**config.mk**
```make
export PLATFORM = sky130hd
export DESIGN_NAME = pipelined_subtractor32
export DESIGN_NICKNAME = d
export VERILOG_FILES = /design/src/rtl/pipelined_subtractor32.sv
export SDC_FILE = /design/constraint.sdc
export NUM_CORES = 1
export LEC_CHECK = 0
export BUFFER_PORTS_ARGS = -buffer_cell sky130_fd_sc_hd__buf_2
export CAP_MARGIN = 25
export CORE_MARGIN = 2
export CORE_UTILIZATION = 49
export CTS_CLUSTER_SIZE = 16
export DETAILED_ROUTE_END_ITERATION = 8
export PLACE_DENSITY = 0.74
export SYNTH_ARGS = -nofsm -noshare
export SYNTH_HDL_FRONTEND = slang
export SYNTH_SLANG_ARGS = --single-unit
```
**constraint.sdc**
```tcl
create_clock -name clk -period 1.75 [get_ports clk]
set_input_delay 0.2625 -clock clk [delete_from_list [all_inputs] [get_ports clk]]
set_output_delay 0.2625 -clock clk [all_outputs]
set_load 0.01 [all_outputs]
```
**src/rtl/pipelined_subtractor32.sv**
```systemverilog
// Three-stage pipelined subtractor (d = x1 - x2) built on a Kogge-Stone prefix
// carry network, with borrow/overflow/equal/signed-less-than flags and a handoff counter.
module pipelined_subtractor32 #(
  parameter int WIDTH = 32,
  parameter int CNT_W = 16
) (
  input  logic             clk,
  input  logic             rst,
  input  logic             in_valid,
  output logic             in_ready,
  input  logic [WIDTH-1:0] x1,
  input  logic [WIDTH-1:0] x2,
  output logic             out_valid,
  input  logic             out_ready,
  output logic [WIDTH-1:0] d,
  output logic             borrow,
  output logic             ovf,
  output logic             eq,
  output logic             lts,
  output logic [CNT_W-1:0] op_count
);

  localparam int LOG = $clog2(WIDTH);
  localparam int L1  = (LOG + 1) / 2;  // prefix levels done in stage 2

  // Group-generate after Kogge-Stone levels [lo, hi).
  function automatic logic [WIDTH-1:0] ks_g(input logic [WIDTH-1:0] g, input logic [WIDTH-1:0] p,
                                            input int lo, input int hi);
    logic [WIDTH-1:0] gn;
    logic [WIDTH-1:0] pn;
    for (int l = lo; l < hi; l++) begin
      gn = g;
      pn = p;
      for (int i = (1 << l); i < WIDTH; i++) begin
        gn[i] = g[i] | (p[i] & g[i-(1<<l)]);
        pn[i] = p[i] & p[i-(1<<l)];
      end
      g = gn;
      p = pn;
    end
    return g;
  endfunction

  // Group-propagate after Kogge-Stone levels [lo, hi).
  function automatic logic [WIDTH-1:0] ks_p(input logic [WIDTH-1:0] p, input int lo, input int hi);
    logic [WIDTH-1:0] pn;
    for (int l = lo; l < hi; l++) begin
      pn = p;
      for (int i = (1 << l); i < WIDTH; i++) begin
        pn[i] = p[i] & p[i-(1<<l)];
      end
      p = pn;
    end
    return p;
  endfunction

  // Handshake: a transfer happens on a clock edge where valid & ready are both 1.
  // Stage k takes new data whenever it is empty or its content moves on, so
  // bubbles collapse while the output is stalled; in_ready is combinational
  // back from out_ready through the three stages.
  logic v1, v2, v3;
  logic ready1, ready2, ready3;

  assign ready3   = ~v3 | out_ready;
  assign ready2   = ~v2 | ready3;
  assign ready1   = ~v1 | ready2;
  assign in_ready = ready1;
  assign out_valid = v3;

  // Stage 1 inputs: carry-in of 1 folded into bit 0 of the generate vector.
  logic [WIDTH-1:0] p_raw, p_fold, g_fold;
  always_comb begin
    p_raw     = x1 ^ ~x2;
    g_fold    = x1 & ~x2;
    g_fold[0] = g_fold[0] | p_raw[0];
    p_fold    = p_raw;
    p_fold[0] = 1'b0;
  end

  logic [WIDTH-1:0] p1, g1, pr1;
  logic             a1, b1;
  logic [WIDTH-1:0] p2, g2, pr2;
  logic             a2, b2;

  // Stage 3 combinational: last prefix levels and flag generation.
  logic [WIDTH-1:0] g_final, carry, d_nx;
  logic             borrow_nx, ovf_nx, eq_nx, lts_nx;
  always_comb begin
    g_final   = ks_g(g2, p2, L1, LOG);
    carry     = {g_final[WIDTH-2:0], 1'b1};
    d_nx      = pr2 ^ carry;
    borrow_nx = ~g_final[WIDTH-1];
    ovf_nx    = (a2 ^ b2) & (d_nx[WIDTH-1] ^ a2);
    eq_nx     = (d_nx == '0);
    lts_nx    = d_nx[WIDTH-1] ^ ovf_nx;
  end

  always_ff @(posedge clk) begin
    if (rst) begin
      v1 <= 1'b0; v2 <= 1'b0; v3 <= 1'b0;
      p1 <= '0; g1 <= '0; pr1 <= '0; a1 <= 1'b0; b1 <= 1'b0;
      p2 <= '0; g2 <= '0; pr2 <= '0; a2 <= 1'b0; b2 <= 1'b0;
      d <= '0; borrow <= 1'b0; ovf <= 1'b0; eq <= 1'b0; lts <= 1'b0;
      op_count <= '0;
    end else begin
      if (ready1) v1 <= in_valid;
      if (in_valid & ready1) begin
        p1  <= p_fold;
        g1  <= g_fold;
        pr1 <= p_raw;
        a1  <= x1[WIDTH-1];
        b1  <= x2[WIDTH-1];
      end
      if (ready2) v2 <= v1;
      if (v1 & ready2) begin
        g2  <= ks_g(g1, p1, 0, L1);
        p2  <= ks_p(p1, 0, L1);
        pr2 <= pr1;
        a2  <= a1;
        b2  <= b1;
      end
      if (ready3) v3 <= v2;
      if (v2 & ready3) begin
        d      <= d_nx;
        borrow <= borrow_nx;
        ovf    <= ovf_nx;
        eq     <= eq_nx;
        lts    <= lts_nx;
      end
      if (v3 & out_ready) op_count <= op_count + 1'b1;
    end
  end

endmodule

```
==> qor.yml <==
status:
  status: "finished, violations left"
  violations: "negative setup slack"
timing:
  drv_slew: 0
  hold_viol: 0
  setup_violations: 1
  holdWs_ps: 25.8
  post-route-period-util_pct: 111
  rsz0062_at_grt: "yes"
  max-slew-margin-rel_pct: 68.7
  finClkSkew_ps: 8.00
  period_minus_slack_ps: 1940
  setup_slack_ps: -187
  worst_pin_slew_ps: 469
  fmax_mhz: 516
grt:
  antenna_found_initial: 0
  met2_usage_pct: 36.5
  grt_pass1_vias: 7759
  grt_busiest_layer: "met2"
  use_met1_pct: 34.7
  grt-ovfl-total: 0
  grt_pass1_wl_mm: 39.0
  grt_max_degree: 87
  grtUsageTotal_pct: 23.4
  use_met3_pct: 3.33
yosys:
  yosysMostFrequentCell: "nand2_1"
  post_synth_instance_area_mm2: 0.00938
  syn_avg_cell_area_um2: 7.68
  synth_top_area_cell: "dfxtp_1"
  synthArstFlopShare_pct: 0
  yosysWarnings: 0
  ys_types: 39
  synth-seq-area-share_pct: 45.0
  netlist_top_cells_count: "289 x nand2_1, 213 x a21oi_1, 211 x dfxtp_1"
  syn-num-nets: 1322
  synthFlopType: "dfxtp_1"
  synthCells: 1221
  synth_edf_count: 0
  synth_top_area_share_pct: 45.0
  synth_seq_cells: 211
  synthTopCellsByArea: "dfxtp_1 45%, nand2_1 12%, a21oi_1 11%"
worst_setup_path:
  critPathKind: "reg -> reg"
  worst-path-max-fanout: 2
  worstPathRequired_ps: 2170
  start_kind: "flip-flop"
  crit_arrival_ps: 2360
  cp-end-kind: "flip-flop"
clock_tree:
  cts_tree: "yes"
  clock-root-buffer: "clkbuf_16"
  ctsHtreeMaxLevel: 1
  cts_buffers: 23
  path_clk_slew_ps: 60
  clock_sink_count: 211
  cts_max_path_buffers: 3
  clk_latency_ps: 500
routing:
  num_vias: 8673
  viasPerCell: 5.43
  initialDrtViolationCount: 695
  first_pass_iters: 5
  drc: 0
  routedWlPerCell_um: 15.0
  wl_mm: 23.9
  ant_nets: 0
die:
  start_util_pct: 50.0
  die-width_um: 142
  core_area_mm2: 0.0188
  die-area_mm2: 0.0203
  row_count: 50
  io_pins: 122
  die_h_um: 142
final_layout:
  layout.cells.non_filler: 1596
  fin_nets: 1448
  multi_input_area_mm2: 0.00468
  area_growth_pct: 21.8
  diodes: 0
  ff_latch_area_mm2: 0.00423
  drive_above_1_share_pct: 17.9
  fin_area_mm2: 0.0114
  n_fill_cell: 1698
hold_path:
  hp-class: "in -> reg"
power:
  leakagePower_nw: 4.83
  powerDensity_mw_per_mm2: 968
  max-vdd-ir-drop_mv: 0.561
job:
  cap_violations: 0
placement:
  dp_hpwl_mm: 17.3
  postPlaceCellArea_mm2: 0.0106
  dp_worst_setup_slack_ps: -197
  port_buffers: 121
  gp_congestion: 0.876
  dp.cells: 1556
## final cells by class
cell class	instances	share of cell area [%]
Clock buffer	33	5.63
Clock inverter	7	0.986
Inverter	44	1.45
Multi-Input combinational cell	872	41.0
Sequential cell	211	37.0
Tap cell	234	2.56
Timing Repair Buffer	195	11.4
## power breakdown
| part | switching (mW) | internal, mW |
|---|---|---|
| Clock | 1.87 | 2.98 |
| Combinational | 0.590 | 0.447 |
| Sequential | 0.193 | 4.97 |
| Total | 2.66 | 8.40 |
## final timing paths
| path | start | to | slack (ps) | cells after the start |
|---|---|---|---|---|
| max reg2reg | p2[13] | eq | -190 | 7 |
| min reg2reg | d[16] | d[16] | 450 | 2 |
| max | p2[13] | eq | -190 | 7 |
| min | x2[31] | b1 | 30 | 3 |
## logic make-up after synthesis
group                    Yosys count  share of synthesized area, %
AND/OR/NAND/NOR                  462                          20.7
AO/OA/AOI/OAI                    335                          20.4
flip-flops                       211                          45.0
buffers and inverters            138                          5.52
XOR/XNOR                          41                          3.83
adder cells (fa/ha/maj)           34                          4.51
## critical path, cell delays in order (launching register included)
cell and delay [ps]:
dfxtp_1 320, buf_4 140, a21o_1 170, a21oi_2 130, xnor2_1 90, or4_1 510, or3_1 330, o31ai_2 170
## stage by stage
| step | utilization, % | total power [mW] | setup TNS, ps |
|---|---|---|---|
| detailed placement | 56.7 | 6.28 | -197 |
| CTS | 60.8 | 11.1 | -166 |
| global placement | 56.7 | 6.26 | -171 |
| global route | 60.8 | 11.5 | -350 |
| finish | 60.8 | 11.1 | -187 |
| floorplan | - | 5.84 | -108 |
## layout by cell type (no fill, tap or decap), types with 5 or more instances in the layout
cell,Yosys,routed
a211oi_1,17,16
o21a_1,9,9
xnor2_1,18,18
o21ai_0,31,31
o21bai_1,11,11
inv_1,44,44
a21o_1,29,29
nand2_1,289,287
clkbuf_1,83,7
nor4_1,6,6
buf_2,0,120
a21oi_1,213,212
clkbuf_16,0,23
nor3_1,26,26
buf_12,0,10
nor2_1,79,79
or3_1,5,5
dfxtp_1,211,208
xor2_1,23,23
ha_1,33,33
buf_4,0,63
o211ai_1,15,15
nand4_1,33,33
## state kept, by name (all words and copies together) (netlist names)
register   flops
g1            32
b1             1
p2            24
a2             1
pr1           32
op_count      16
g2            32
d             32
eq             1
ovf            1
b2             1
v2             1
out_valid      1
borrow         1
v1             1
lts            1
a1             1
pr2           32
## per-layer routing
metal | share of wire (%) | routed length [µm]
met2 | 44 | 10500
met5 | 0 | 0
met1 | 48 | 11400
met3 | 7.2 | 1720
met4 | 1.4 | 338
## what timing repair did
| item | 4_1_cts | 5_1_grt |
|---|---|---|
| endpoints found under the setup margin | 2 | 4 |
| buffers inserted | 0 | 2 |
| hold buffers | 0 | 0 |
| resized for setup | 5 | 2 |
| pin swaps | 5 | 3 |
(Power assumes the default switching activity.)
